## src/rtl/counter_display_ndigit_if.sv

```systemverilog
// Bundle of the counter control inputs and display/count outputs of
// counter_display_ndigit. clk and reset_n stay plain ports on the module.
//   master : board-side driver (drives controls, observes count/display)
//   slave  : counter_display_ndigit itself
// Signals:
//   enable, up_down, mode_bcd, load, load_value[W], blank_lz, dp_mask[N] -> slave
//   value[W], wrap, segments[8], digitselect[N]                          <- slave
interface counter_display_ndigit_if #(
  parameter int NDIGITS = 8
);
  localparam int W = 4 * NDIGITS;

  logic               enable;
  logic               up_down;
  logic               mode_bcd;
  logic               load;
  logic [W-1:0]       load_value;
  logic               blank_lz;
  logic [NDIGITS-1:0] dp_mask;
  logic [W-1:0]       value;
  logic               wrap;
  logic [7:0]         segments;
  logic [NDIGITS-1:0] digitselect;

  modport master (
    output enable, up_down, mode_bcd, load, load_value, blank_lz, dp_mask,
    input  value, wrap, segments, digitselect
  );

  modport slave (
    input  enable, up_down, mode_bcd, load, load_value, blank_lz, dp_mask,
    output value, wrap, segments, digitselect
  );
endinterface

```

## src/rtl/counter_display_ndigit.sv

```systemverilog
// N-digit up/down counter (hex or BCD) advanced by a prescaler tick, with
// synchronous load, driving a time-multiplexed common-anode 7-segment display
// with leading-zero blanking and per-digit decimal points.
// Ports:
//   clk      : system clock, rising edge
//   reset_n  : asynchronous active-low reset
//   bus      : counter_display_ndigit_if.slave (controls in; value, wrap,
//              segments {dp,g..a} active low, digitselect active low out)
module counter_display_ndigit #(
  parameter int NDIGITS     = 8,
  parameter int PRESCALE    = 50000000,
  parameter int REFRESH_DIV = 100000
) (
  input  logic                     clk,
  input  logic                     reset_n,
  counter_display_ndigit_if.slave  bus
);

  localparam int W  = 4 * NDIGITS;
  localparam int PW = (PRESCALE    > 1) ? $clog2(PRESCALE)    : 1;
  localparam int RW = (REFRESH_DIV > 1) ? $clog2(REFRESH_DIV) : 1;
  localparam int IW = (NDIGITS     > 1) ? $clog2(NDIGITS)     : 1;

  logic [W-1:0]       value_q, value_d;
  logic               wrap_q, wrap_d;
  logic [PW-1:0]      presc_q, presc_d;
  logic               mode_q;
  logic [RW-1:0]      ref_q, ref_d;
  logic [IW-1:0]      idx_q, idx_d;
  logic [7:0]         seg_q, seg_d;
  logic [NDIGITS-1:0] dsel_q, dsel_d;

  logic               tick;
  logic [W-1:0]       hex_next, bcd_next, load_sat;
  logic               hex_wrap, bcd_wrap, bcd_c;
  logic [3:0]         bcd_nib, ld_nib, disp_nib;
  logic               blank;

  function automatic logic [6:0] seg7(input logic [3:0] n);
    case (n)
      4'h0: seg7 = 7'h40;  4'h1: seg7 = 7'h79;
      4'h2: seg7 = 7'h24;  4'h3: seg7 = 7'h30;
      4'h4: seg7 = 7'h19;  4'h5: seg7 = 7'h12;
      4'h6: seg7 = 7'h02;  4'h7: seg7 = 7'h78;
      4'h8: seg7 = 7'h00;  4'h9: seg7 = 7'h10;
      4'hA: seg7 = 7'h08;  4'hB: seg7 = 7'h03;
      4'hC: seg7 = 7'h46;  4'hD: seg7 = 7'h21;
      4'hE: seg7 = 7'h06;  default: seg7 = 7'h0E;
    endcase
  endfunction

  assign tick = (presc_q == PW'(PRESCALE - 1));

  // Hex step: the extra top bit is the carry/borrow out, i.e. the wrap flag.
  always_comb begin
    if (bus.up_down) {hex_wrap, hex_next} = {1'b0, value_q} + (W+1)'(1);
    else             {hex_wrap, hex_next} = {1'b0, value_q} - (W+1)'(1);
  end

  // BCD step: ripple a carry/borrow digit by digit; surviving carry = wrap.
  always_comb begin
    bcd_next = value_q;
    bcd_c    = 1'b1;
    bcd_nib  = '0;
    for (int unsigned i = 0; i < NDIGITS; i++) begin
      bcd_nib = value_q[4*i +: 4];
      if (bcd_c) begin
        if (bus.up_down) begin
          if (bcd_nib >= 4'd9) bcd_nib = 4'd0;
          else begin bcd_nib = bcd_nib + 4'd1; bcd_c = 1'b0; end
        end else begin
          if (bcd_nib == 4'd0) bcd_nib = 4'd9;
          else begin bcd_nib = bcd_nib - 4'd1; bcd_c = 1'b0; end
        end
      end
      bcd_next[4*i +: 4] = bcd_nib;
    end
    bcd_wrap = bcd_c;
  end

  always_comb begin
    load_sat = '0;
    ld_nib   = '0;
    for (int unsigned i = 0; i < NDIGITS; i++) begin
      ld_nib = bus.load_value[4*i +: 4];
      load_sat[4*i +: 4] = (ld_nib > 4'd9) ? 4'd9 : ld_nib;
    end
  end

  // Counter priority: mode change, then load, then prescaler tick.
  always_comb begin
    value_d = value_q;
    presc_d = presc_q;
    wrap_d  = 1'b0;
    if (bus.mode_bcd != mode_q) begin
      value_d = '0;
      presc_d = '0;
    end else if (bus.load) begin
      value_d = mode_q ? load_sat : bus.load_value;
      presc_d = '0;
    end else if (bus.enable) begin
      if (tick) begin
        presc_d = '0;
        value_d = mode_q ? bcd_next : hex_next;
        wrap_d  = mode_q ? bcd_wrap : hex_wrap;
      end else begin
        presc_d = presc_q + PW'(1);
      end
    end
  end

  // Display scan, independent of enable/load.
  always_comb begin
    ref_d = ref_q + RW'(1);
    idx_d = idx_q;
    if (ref_q == RW'(REFRESH_DIV - 1)) begin
      ref_d = '0;
      idx_d = (idx_q == IW'(NDIGITS - 1)) ? '0 : idx_q + IW'(1);
    end
  end

  // Blank when this digit and every more significant one are zero.
  always_comb begin
    disp_nib = value_q[{idx_q, 2'b00} +: 4];
    blank    = bus.blank_lz && (idx_q != '0) && ((value_q >> {idx_q, 2'b00}) == '0);
    seg_d    = {~bus.dp_mask[idx_q], blank ? 7'h7F : seg7(disp_nib)};
    dsel_d   = ~(NDIGITS'(1) << idx_q);
  end

  always_ff @(posedge clk or negedge reset_n) begin
    if (!reset_n) begin
      value_q <= '0;
      wrap_q  <= 1'b0;
      presc_q <= '0;
      mode_q  <= 1'b0;
      ref_q   <= '0;
      idx_q   <= '0;
      seg_q   <= '1;
      dsel_q  <= '1;
    end else begin
      value_q <= value_d;
      wrap_q  <= wrap_d;
      presc_q <= presc_d;
      mode_q  <= bus.mode_bcd;
      ref_q   <= ref_d;
      idx_q   <= idx_d;
      seg_q   <= seg_d;
      dsel_q  <= dsel_d;
    end
  end

  assign bus.value       = value_q;
  assign bus.wrap        = wrap_q;
  assign bus.segments    = seg_q;
  assign bus.digitselect = dsel_q;

endmodule

```

## src/flat_wrapper.sv

```systemverilog
// flat-port wrapper written by rule: the top's interface ports become plain ports
module counter_display_ndigit_flat 
#(
  parameter int NDIGITS     = 8,
  parameter int PRESCALE    = 50000000,
  parameter int REFRESH_DIV = 100000
)
  (clk, reset_n, bus_enable, bus_up_down, bus_mode_bcd, bus_load, bus_load_value, bus_blank_lz, bus_dp_mask, bus_value, bus_wrap, bus_segments, bus_digitselect);
  counter_display_ndigit_if #(.NDIGITS(NDIGITS)) bus_i ();
  input  logic clk;
  input  logic reset_n;
  input wire logic [$bits(bus_i.enable)-1:0] bus_enable;
  input wire logic [$bits(bus_i.up_down)-1:0] bus_up_down;
  input wire logic [$bits(bus_i.mode_bcd)-1:0] bus_mode_bcd;
  input wire logic [$bits(bus_i.load)-1:0] bus_load;
  input wire logic [$bits(bus_i.load_value)-1:0] bus_load_value;
  input wire logic [$bits(bus_i.blank_lz)-1:0] bus_blank_lz;
  input wire logic [$bits(bus_i.dp_mask)-1:0] bus_dp_mask;
  output wire logic [$bits(bus_i.value)-1:0] bus_value;
  output wire logic [$bits(bus_i.wrap)-1:0] bus_wrap;
  output wire logic [$bits(bus_i.segments)-1:0] bus_segments;
  output wire logic [$bits(bus_i.digitselect)-1:0] bus_digitselect;
  assign bus_i.enable = bus_enable;
  assign bus_i.up_down = bus_up_down;
  assign bus_i.mode_bcd = bus_mode_bcd;
  assign bus_i.load = bus_load;
  assign bus_i.load_value = bus_load_value;
  assign bus_i.blank_lz = bus_blank_lz;
  assign bus_i.dp_mask = bus_dp_mask;
  assign bus_value = bus_i.value;
  assign bus_wrap = bus_i.wrap;
  assign bus_segments = bus_i.segments;
  assign bus_digitselect = bus_i.digitselect;
  counter_display_ndigit #(.NDIGITS(NDIGITS), .PRESCALE(PRESCALE), .REFRESH_DIV(REFRESH_DIV)) u_core (.clk(clk), .reset_n(reset_n), .bus(bus_i));
endmodule
```

## config.mk

```make
export PLATFORM = sky130hd
export DESIGN_NAME = counter_display_ndigit_flat
export DESIGN_NICKNAME = d
export VERILOG_FILES = /design/src/rtl/counter_display_ndigit_if.sv /design/src/rtl/counter_display_ndigit.sv /design/src/flat_wrapper.sv
export SDC_FILE = /design/constraint.sdc
export NUM_CORES = 1
export LEC_CHECK = 0
export CORE_MARGIN = 5
export CORE_UTILIZATION = 58
export CTS_CLUSTER_DIAMETER = 120
export DETAILED_ROUTE_END_ITERATION = 10
export GPL_ROUTABILITY_DRIVEN = 0
export MAX_ROUTING_LAYER = met4
export PLACE_DENSITY_LB_ADDON = 0.05
export SYNTH_ARGS = -nofsm -noshare
export SYNTH_HDL_FRONTEND = slang
export SYNTH_SLANG_ARGS = --single-unit
```

## constraint.sdc

```tcl
create_clock -name clk -period 3.59 [get_ports clk]
set_clock_uncertainty 0.1 [all_clocks]
set_input_delay 0.5385 -clock clk [delete_from_list [all_inputs] [get_ports clk]]
set_output_delay 0.5385 -clock clk [all_outputs]
set_load 0.02 [all_outputs]
```

; After elaboration in Yosys (flattened, before gate mapping)
; Memories as Yosys holds them, arrays and structs flattened.
; Cells that the tools add are included.
[classes]
n_addsub = 21
n_eq_ne = 11
mux = 92
n_reduce_logical = 22
order_cmp = 17
bitwise_logic = 2
shift = 3
[op_table]
columns = operator, n
row1 = 32-bit two-way mux, 7
row2 = 4-bit two-way mux, 39
row3 = 26-bit two-way mux, 4
row4 = 1-bit two-way mux, 38
row5 = 32-bit by 1-bit adder with 33-bit output (second input constant), 1
row6 = 32-bit by 1-bit subtractor with 33-bit output (second input constant), 1
row7 = 4-bit by 1-bit adder with 4-bit output (second input constant), 8
row8 = 4-bit greater-or-equal comparator (second input constant), 8
row9 = 4-bit > comparator (second input constant), 8
row10 = 32-bit zero test, 1
row11 = 4-bit zero test, 8
row12 = 32-bit by 6-bit variable part select with 4-bit output, 1
row13 = 32-bit by 5-bit >> shifter with 32-bit output, 1
row14 = 4-bit by 1-bit subtractor with 4-bit output (second input constant), 8
row15 = 4-bit != test (second input constant), 7
row16 = 26-bit by 1-bit adder with 26-bit output (second input constant), 1
row17 = 26-bit == test (second input constant), 1
row18 = 3-bit AND reduction, 7
row19 = 17-bit by 1-bit adder with 17-bit output (second input constant), 1
row20 = 17-bit == test (second input constant), 1
row21 = 17-bit two-way mux, 1
row22 = 3-bit nonzero test, 3
row23 = 8-bit inverter, 1
row24 = 1-bit by 3-bit left shift with 8-bit output (first input constant), 1
row25 = other kinds (10), 11
[word_totals]
output_inout_bits = 49
n_memories = 1
elab_cells = 184
input_bits = 47
romBits = 112
regBits = 96
[mem_list]
columns = memory, words, width, read_ports, rd_clocked_by_memory_dff, write_ports, line
row1 = (no name shown), 16, 7, 1, 0, 0, counter_display_ndigit.sv:40  ; case (n)

; Depth between registers and ports, before layout
; Gate-level depths: netlist of run 1.
[logic_depth]
word_depth = 15
depth_mapped = 11
ltp_nobuf = 8

; Least setup slack after synthesis of run 1
; OpenSTA, ideal clock, no wires.
[synth_timing]
kind = register -> register
from = register u_core.idx_q[0]
to = register u_core.seg_q[5], in the netlist u_core.bus.segments[5]
setup_ns = 0.094
stages_incl_launch_ff = 10
slack_ns = 0.315
path_buffers = 3
arrival_ns = 3.080
required_time_ns = 3.396
period_less_slack_ns = 3.275
cell_sequence = dfrtp_1 buf_6 clkbuf_1 mux4_2 mux2i_1 ha_1 nand3_1 or4_1 buf_2 a311oi_1
[synth_between]
elab_chain_len = 4
elab_cells_between_ends = 8
classes_between = shift (2) / mux (1) / reduce/logical (4) / memory (1)
[synth_lines]
columns = item, line
row1 = "start, declared", counter_display_ndigit.sv:29  ; logic [IW-1:0] idx_q, idx_d;
row2 = "start signal, assigned", counter_display_ndigit.sv:146  ; idx_q <= idx_d;
row3 = branches (longest 3 deep; another with memory 16 x 7 bit), n/a
row4 = 7-bit two-way mux (*), counter_display_ndigit.sv:126  ; seg_d = {~bus.dp_mask[idx_q], blank ? 7'h7F : seg7(disp_nib)};
row5 = via u_core.seg_d[5], counter_display_ndigit.sv:30  ; logic [7:0] seg_q, seg_d;
row6 = "end signal, assigned", counter_display_ndigit.sv:147  ; seg_q <= seg_d;
row7 = "end, declared", counter_display_ndigit.sv:30
; Mark *: on every way through the listed nets, which the timed path passes.
; A chain may end at the register's enable or synchronous reset.

; Worst setup path in the final report of run 1
[layout_timing]
from = register u_core.value_q[5], in the netlist u_core.bus.value[5]
to = register u_core.value_q[18], in the netlist u_core.bus.value[18]
[layout_between]
elab_chain_len = 8
elab_cells_between_ends = 18
classes_between = add/sub (2) / order compare (1) / eq/ne (1) / mux (12) / reduce/logical (2)
[layout_lines]
columns = item, line
row1 = "start, declared", counter_display_ndigit.sv:24  ; logic [W-1:0] value_q, value_d;
row2 = "start signal, assigned", counter_display_ndigit.sv:141  ; value_q <= value_d;
row3 = branches (longest 8 deep; another with 32-bit by 1-bit subtractor with 33-bit output), n/a
; Parallel ways; which one is timed is not known. The select of a mux whose other input is x is not followed.

==> results.sh, run 1 <==
export IMPL_hold_viol_final=0
export IMPL_die_h_um=130
export IMPL_worst_pin_slew_ns=1.13
export IMPL_drive_gt1_share_pct=9.24
export IMPL_final_cell_mix="107 x nor2_1, 96 x nand2_1, 92 x clkdlybuf4s50_1"
export IMPL_syn_avg_cell_area_um2=7.93
export IMPL_cp_max_fo=9
export IMPL_synth_area_um2=8330
export IMPL_cp_arrival_ns=3.44
export IMPL_drt_wirelength_per_cell_um=19.9
export IMPL_path_clk_slew_ns=0.07
export IMPL_cp_start_kind="register"
export IMPL_viasPerCell=6.79
export IMPL_overflow=0
export IMPL_netlist_instances=1050
export IMPL_placed_area_um2=9520
export IMPL_yosysSeqAreaShare_pct=29.1
export IMPL_syn_num_nets=1136
export IMPL_ir_drop_mv=0.251
export IMPL_drt_pass1_iter_count=7
export IMPL_p_per_area_nw_per_um2=393
export IMPL_ys_types=73
export IMPL_power_leakage_nw=3.88
export IMPL_pwr_share_seq_pct=35.5
export IMPL_final_max_slew_viol_count=0
export IMPL_outcome="completed"
export IMPL_wl_mm=26.0
export IMPL_p_sw_mw=1.51
export IMPL_cp_end_kind="register"
export IMPL_fin_setup_tns_ns=0
export IMPL_cts_tree="built"
export IMPL_cts_buffer_depth=2
export IMPL_grt_pass1_wl_mm=42.2
export IMPL_layout_min_cycle_time_ns=3.30
export IMPL_drt_iter0_drc=1185
export IMPL_ys_flop_type="dfrtp_1"
export IMPL_portBuffers=95
export IMPL_clk_latency_ns=0.36
export IMPL_fmax_mhz=303
export IMPL_vias=8870
export IMPL_synth_edf_count=0
export IMPL_io_pin_count=96
export IMPL_drc=0
export IMPL_fp_coreArea_um2=14000
export IMPL_n_antenna_cell=0
export IMPL_ant_nets=0
export IMPL_cts_max_level=3
export IMPL_grt_pass1_vias=8266
export IMPL_async_reset_ff_share_pct=100
export IMPL_cp_required_ns=3.73
export IMPL_p_comb_share_pct=38.8
export IMPL_start_util_pct=59.6
export IMPL_r2r_cells=8
export IMPL_area_delta_synth_final_pct=17.9
export IMPL_final_setup_viol_count=0
export IMPL_nNetsFinal=1208
export IMPL_grt_max_degree=51
export IMPL_finalInstanceArea_um2=9820
export IMPL_switching_share_pct=39.1
export IMPL_die_area_um2=16900
export IMPL_fp_dieW_um=130
export IMPL_synth_warnings=0
export IMPL_grt_total_usage_pct=32.0
export IMPL_dpl_hpwl_mm=18.9
export IMPL_rsz0062_at_grt="no"
export IMPL_crit_type="reg -> reg"
export IMPL_rows=43
export IMPL_final_common_cell="nor2_1"
export IMPL_hold_path_class="in -> async"
export IMPL_period_share_pct=92.0
export IMPL_numCtsBuffers=9
export IMPL_antenna_found_initial=0
export IMPL_cts_root_buf="clkbuf_16"
export IMPL_ys_ff_latch=96
export IMPL_slew_headroom_pct=23.9
export IMPL_cap_violations=0
export IMPL_clockPowerShare_pct=25.7
export IMPL_internal_power_mw=2.35
export IMPL_clock_sinks=96
==> timing repair <==
item,CTS,global route
hold buffers,0,0
setup buffers,0,0
resized for setup,0,1
endpoints found under the setup margin,0,2
==> power groups by stage <==
stage	registers, mW	logic [mW]	clock network (mW)
final	1.37	1.50	0.994
after CTS	1.36	1.47	1.00
after global placement	1.37	1.45	0
after detailed placement	1.38	1.46	0
after floorplan	1.36	0.921	0
after global routing	1.38	1.62	1.05
==> cells in the mapped netlist (25+ instances only) <==
master,number,area [um^2]
nand4_1,25,156
dfrtp_1,80,2000
nor2_1,107,402
a21oi_1,65,325
clkbuf_1,54,203
a31oi_1,25,156
nand2_1,96,360
inv_1,47,176
o21ai_0,61,305
ha_1,39,488
nand3_1,60,300
nor3_1,27,135
==> routing by layer <==
layer / wire (um) / global-route usage (%) / up-vias / share of wire (%)
met5: 0 / - / - / 0
met4: 1100 / 14.9 / 0 / 4.2
met3: 2790 / 5.65 / 102 / 11
met2: 11400 / 47.0 / 567 / 44
met1: 10800 / 43.2 / 4115 / 41
li1: - / - / 4086 / -
==> critical path: stages (launching register included) <==
cell and delay [ns]:
dfrtp_1 0.50, inv_1 0.19, ha_1 0.34, or4b_1 0.55, nor4b_1 0.78, a31oi_1 0.25, o21ai_0 0.21, a211oi_1 0.06
o22a_1 0.21
==> logic make-up after synthesis <==
family | synth area share [%]
xor+xnor | 4.10
fa+ha+maj | 5.86
mux | 4.73
flops | 29.1
compound gates | 24.3
simple gates | 26.0
buf+inv | 5.86
==> registers in the layout, indices dropped and copies added, names as in the netlist <==
register	count
u_core.bus.value	32
u_core.mode_q	1
u_core.ref_q	17
u_core.bus.wrap	1
u_core.bus.digitselect	8
u_core.bus.segments	8
u_core.idx_q	3
u_core.presc_q	26
==> through the flow <==
| stage | instances | total power, mW | worst slack (ns) | util, % | hold slack (ns) |
|---|---|---|---|---|---|
| after floorplan | 1050 | 2.28 | 0.315 | - | 0.143 |
| after global placement | 1291 | 2.82 | 0.376 | 68.1 | 0.369 |
| after detailed placement | 1291 | 2.84 | 0.325 | 68.1 | 0.386 |
| after CTS | 1306 | 3.83 | 0.269 | 70.1 | 0.108 |
| after global routing | 1306 | 4.06 | 0.0640 | 70.2 | 0.137 |
| final | 1306 | 3.86 | 0.286 | 70.2 | 0.0804 |
==> path summary, 6_finish.rpt <==
path,start,to,slack (ns)
worst max-delay path,u_core.bus.value[5],u_core.bus.value[18],0.29
worst min-delay path,reset_n,u_core.bus.value[7],0.08
worst max register to register,u_core.bus.value[5],u_core.bus.value[18],0.29
worst min register to register,u_core.ref_q[14],u_core.ref_q[14],0.39
max in group asynchronous,reset_n,u_core.bus.value[21],2.61
min in group clk,u_core.ref_q[14],u_core.ref_q[14],0.39
==> final cells by class <==
type                            count  area [um^2]
Inverter                           48          180
Tap cell                          180          225
Fill cell                        1142         4170
Timing Repair Buffer              136         1270
Clock buffer                        9          225
Multi-Input combinational cell    831         5430
Sequential cell                    96         2420
Clock inverter                      6         67.6
(Power assumes the default switching activity.)
==> run 2, diff against run 1 <==
--- a/config.mk
+++ b/config.mk
@@ -5,6 +5,7 @@
 export SDC_FILE = /design/constraint.sdc
 export NUM_CORES = 1
 export LEC_CHECK = 0
+export CAP_MARGIN = 20
 export CORE_MARGIN = 5
 export CORE_UTILIZATION = 58
 export CTS_CLUSTER_DIAMETER = 120
==> run 2 against run 1 <==
  * Design area about the same
  * Hold slack worse by 0.00076 ns
  * Critical path depth unchanged
  * Count of clock-buffer cells in the layout did not move
  * Critical path type unchanged
  * First-iteration DRC count increased by 2.4%
  * Total power about the same
  * Critical endpoint unchanged
  * Largest cell class unchanged
  * Largest power group unchanged
  * Wire length barely moved
==> results.sh, run 2 (same netlist as run 1, synthesis figures left out) <==
export IMPL_portBuffers=95
export IMPL_fp_dieW_um=130
export IMPL_fin_setup_tns_ns=0
export IMPL_final_cell_mix="107 x nor2_1, 96 x nand2_1, 92 x clkdlybuf4s50_1"
export IMPL_viasPerCell=6.77
export IMPL_wl_mm=26.0
export IMPL_die_area_um2=16900
export IMPL_worstReg2RegStart="u_core.bus.value[5]"
export IMPL_slew_headroom_pct=30.6
export IMPL_crit_type="reg -> reg"
export IMPL_worst_pin_slew_ns=1.03
export IMPL_fp_coreArea_um2=14000
export IMPL_drt_wirelength_per_cell_um=19.9
export IMPL_grt_pass1_wl_mm=42.2
export IMPL_start_util_pct=59.6
export IMPL_cp_start_kind="register"
export IMPL_ir_drop_mv=0.251
export IMPL_cp_end_kind="register"
export IMPL_final_common_cell="nor2_1"
export IMPL_io_pin_count=96
export IMPL_n_antenna_cell=0
export IMPL_cap_violations=0
export IMPL_power_leakage_nw=3.88
export IMPL_hold_path_class="in -> async"
export IMPL_drt_pass1_iter_count=6
export IMPL_rows=43
export IMPL_grt_total_usage_pct=32.0
export IMPL_numCtsBuffers=9
export IMPL_layout_min_cycle_time_ns=3.32
export IMPL_worst_path_max_delay_cell="nor4b_1"
export IMPL_fmax_mhz=301
export IMPL_cts_tree="built"
export IMPL_cts_hold_buf=0
export IMPL_antenna_found_initial=0
export IMPL_cts_setup_buffers=0
export IMPL_vias=8849
export IMPL_crit_chain="inv_1 > ha_1 > or4b_1 > nor4b_1 > a31oi_1 > o21ai_0 > a211oi_1 > o22a_1"
export IMPL_drc=0
export IMPL_cp_max_fo=9
export IMPL_largest_register_ffs=32
export IMPL_cts_root_buf="clkbuf_16"
export IMPL_die_h_um=130
export IMPL_timing_rr_end="u_core.bus.value[18]"
export IMPL_dpl_hpwl_mm=18.9
export IMPL_cpLargestDelayFamily="simple AND/OR/NAND/NOR gates"
export IMPL_clk_latency_ns=0.36
export IMPL_crit_path_max_incr_delay_ns=0.78
export IMPL_rsz0062_at_grt="no"
export IMPL_period_share_pct=92.5
export IMPL_r2r_cells=8
export IMPL_grt_pass1_vias=8266
export IMPL_path_clk_slew_ns=0.07
export IMPL_final_max_slew_viol_count=0
export IMPL_cts_max_level=3
export IMPL_fin_util_pct=70.2
export IMPL_drive_gt1_share_pct=9.32
export IMPL_clock_sinks=96
export IMPL_nNetsFinal=1209
export IMPL_grt_max_degree=51
export IMPL_regToRegSetupSlack_ns=0.27
export IMPL_outcome="completed"
export IMPL_ant_nets=0
export IMPL_cts_buffer_depth=2
export IMPL_drt_iter0_drc=1214
export IMPL_p_per_area_nw_per_um2=393
export IMPL_cp_arrival_ns=3.46
export IMPL_area_delta_synth_final_pct=17.9
export IMPL_cp_required_ns=3.73
export IMPL_critical_path_buf_inv_count=1
export IMPL_final_setup_viol_count=0
export IMPL_overflow=0
export IMPL_hold_viol_final=0
run 2: stage by stage:
step | std cells | hold slack (ns) | cell area [um^2] | power, mW | setup slack (ns)
floorplan | 1050 | 0.143 | 8330 | 2.28 | 0.315
global placement | 1291 | 0.369 | 9520 | 2.82 | 0.376
detailed placement | 1291 | 0.386 | 9520 | 2.84 | 0.325
CTS | 1306 | 0.108 | 9810 | 3.83 | 0.269
global route | 1307 | 0.137 | 9820 | 4.06 | 0.0640
finish | 1307 | 0.0797 | 9820 | 3.86 | 0.271
run 2: metal layers:
metal  routed length, um  vias to the layer above  part of all wire, %  track usage (%)
met5                   0                        -                    0                -
met4                1130                        0                  4.3             14.9
met3                2870                      107                   11             5.65
met2               11300                      576                   43             47.0
met1               10700                     4081                   41             43.2
li1                    -                     4085                    -                -
run 2: repair_timing:
action                                 in CTS  in global routing
endpoints found under the hold margin       0                  0
gates resized for setup                     0                  1
setup endpoints to repair                   0                  2
run 2: worst max-delay path by stage:
stage	depth (start not counted)	from	slack (ns)	endpoint
global placement	8	u_core.bus.value[5]	0.38	u_core.bus.value[30]
CTS	8	u_core.bus.value[5]	0.27	u_core.bus.value[24]
global route	8	u_core.bus.value[8]	0.06	u_core.bus.value[24]
detailed placement	8	u_core.bus.value[8]	0.33	u_core.bus.value[30]
floorplan	9	u_core.idx_q[0]	0.32	u_core.bus.segments[5]
finish	8	u_core.bus.value[5]	0.27	u_core.bus.value[18]
run 2: cell type report:
type | instances | area [um^2]
timing repair buffer | 137 | 1280
sequential | 96 | 2420
multi-input combinational | 831 | 5430
clock inverter | 6 | 67.6
tap | 180 | 225
fill | 1141 | 4170
inverter | 48 | 180
clock buffer | 9 | 225
run 2: report_power, final:
part / total [mW] / internal [mW] / switching (mW)
Clock: 0.997 / 0.543 / 0.453
Sequential: 1.37 / 1.17 / 0.201
Combinational: 1.50 / 0.637 / 0.861
Total: 3.86 / 2.35 / 1.51
==> run 3, diff against run 2 <==
==> constraint.sdc (replaced) <==
create_clock -name clk -period 3.2 [get_ports clk]
set_clock_uncertainty 0.1 [all_clocks]
set_input_delay 0.48 -clock clk [delete_from_list [all_inputs] [get_ports clk]]
set_output_delay 0.48 -clock clk [all_outputs]
set_load 0.02 [all_outputs]
==> run 3 against run 2 <==
  * Sequential cell count did not move
  * Register-to-register slack got worse by 0.17 ns
  * Fmax increased by 7.3%
  * Wire length grew 3.0%
  * Sequential share of layout area is 0.53 points lower
  * Combinational power is 23% higher
  * Critical endpoint is now u_core.bus.value[30]
  * Largest cell class unchanged
==> results.sh, run 3 (same netlist as run 1, synthesis figures left out) <==
export IMPL_period_share_pct=96.7
export IMPL_grt_pass1_vias=8429
export IMPL_fp_dieW_um=130
export IMPL_layout_min_cycle_time_ns=3.09
export IMPL_critical_path_buf_inv_count=2
export IMPL_cts_root_buf="clkbuf_16"
export IMPL_area_delta_synth_final_pct=20.5
export IMPL_power_leakage_nw=4.01
export IMPL_worstReg2RegStart="u_core.bus.value[5]"
export IMPL_worst_path_max_delay_cell="or4b_1"
export IMPL_fmax_mhz=323
export IMPL_fin_setup_tns_ns=0
export IMPL_dpl_hpwl_mm=19.7
export IMPL_die_h_um=130
export IMPL_drt_iter0_drc=1074
export IMPL_cts_max_level=3
export IMPL_drt_wirelength_per_cell_um=20.1
export IMPL_cts_buffer_depth=2
export IMPL_worst_pin_slew_ns=1.03
export IMPL_drt_pass1_iter_count=6
export IMPL_cp_max_fo=9
export IMPL_cp_depth=9
export IMPL_cap_violations=0
export IMPL_rows=43
export IMPL_io_pin_count=96
export IMPL_n_antenna_cell=0
export IMPL_hold_start="u_core.ref_q[0]"
export IMPL_grt_max_degree=50
export IMPL_nNetsFinal=1236
export IMPL_grt_pass1_wl_mm=43.4
export IMPL_fp_coreArea_um2=14000
export IMPL_cts_setup_buffers=0
export IMPL_fillCellCount=1149
export IMPL_p_total_mw=4.40
export IMPL_crit_end="u_core.bus.value[30]"
export IMPL_cts_tree="built"
export IMPL_grt_total_usage_pct=32.8
export IMPL_cp_end_kind="register"
export IMPL_outcome="completed"
export IMPL_die_area_um2=16900
export IMPL_drc=0
export IMPL_final_cell_mix="107 x nor2_1, 96 x nand2_1, 92 x clkdlybuf4s50_1"
export IMPL_cpLargestDelayFamily="simple AND/OR/NAND/NOR gates"
export IMPL_p_per_area_nw_per_um2=438
export IMPL_wl_mm=26.8
export IMPL_largest_register_ffs=32
export IMPL_ff_latch_area_um2=2420
export IMPL_hold_path_class="reg -> reg"
export IMPL_start_util_pct=59.6
export IMPL_slew_headroom_pct=30.8
export IMPL_clk_latency_ns=0.36
export IMPL_portBuffers=95
export IMPL_vias=9068
export IMPL_cp_arrival_ns=3.22
export IMPL_overflow=0
export IMPL_crit_start="u_core.bus.value[5]"
export IMPL_r2r_cells=9
export IMPL_regToRegSetupSlack_ns=0.11
export IMPL_rsz0062_at_grt="no"
export IMPL_ir_drop_mv=0.250
export IMPL_drive_gt1_share_pct=11.8
export IMPL_clock_sinks=96
export IMPL_final_common_cell="nor2_1"
export IMPL_antenna_found_initial=0
export IMPL_viasPerCell=6.79
export IMPL_hold_viol_final=0
export IMPL_timing_rr_end="u_core.bus.value[30]"
export IMPL_final_setup_viol_count=0
export IMPL_numCtsBuffers=9
export IMPL_cp_start_kind="register"
export IMPL_multi_input_area_um2=5430
export IMPL_path_clk_slew_ns=0.08
export IMPL_crit_chain="inv_1 > ha_2 > or4b_1 > nor4bb_1 > buf_4 > a31oi_1 > a22oi_2 > o221ai_1 > o2bb2ai_1"
export IMPL_ant_nets=0
export IMPL_cp_required_ns=3.33
export IMPL_final_max_slew_viol_count=0
export IMPL_crit_type="reg -> reg"
export IMPL_crit_path_max_incr_delay_ns=0.53
run 3: cell types whose count changed in the layout (fill, tap and decap cells not counted), sizes merged:
cell and delta:
dlygate4sd3 +1, bufinv -1, clkinvlp +1, buf +26
clkbuf +1
run 3: layout make-up:
cell class	count	share of cell area (%)
Clock buffer	10	2.38
Sequential cell	96	24.1
Tap cell	180	2.24
Timing Repair Buffer	164	14.8
Inverter	48	1.79
Multi-Input combinational cell	831	54.1
Clock inverter	6	0.611
run 3: worst min path at each step:
stage,endpoint,slack [ns],cells after the start
floorplan,u_core.bus.value[0],0.08,0
global placement,u_core.bus.value[10],0.31,1
detailed placement,u_core.bus.value[10],0.31,1
CTS,u_core.ref_q[0],0.41,1
global route,u_core.ref_q[0],0.41,1
finish,u_core.ref_q[0],0.40,1
run 3: repair_timing:
| item | in CTS | in global routing |
|---|---|---|
| hold buffers | 1 | 0 |
| hold endpoints to repair | 8 | 0 |
| endpoints found under the setup margin | 0 | 2 |
| resized for setup | 0 | 3 |
run 3: metal layers:
layer	part of all wire (%)	up-vias	track usage (%)
li1	-	4135	-
met5	0	-	-
met3	11	103	5.77
met1	41	4257	44.1
met2	45	573	49.5
met4	3.7	0	13.0
run 3: stage by stage:
stage	instance area [um^2]	hold WS [ns]	instances	worst slack (ns)	utilization (%)
after floorplan	8330	0.0844	1050	0.0314	-
after global placement	9720	0.308	1317	0.204	69.5
after detailed placement	9720	0.312	1317	0.0973	69.5
after CTS	10000	0.410	1334	0.0798	71.7
after global routing	10000	0.413	1335	0.00506	71.8
final	10000	0.403	1335	0.106	71.8
run 3: power by group:
part           switching [mW]  internal (mW)  total, mW
Sequential              0.140           1.31       1.45
Combinational            1.07          0.773       1.84
Clock                   0.534          0.569       1.10
Total                    1.75           2.66       4.40
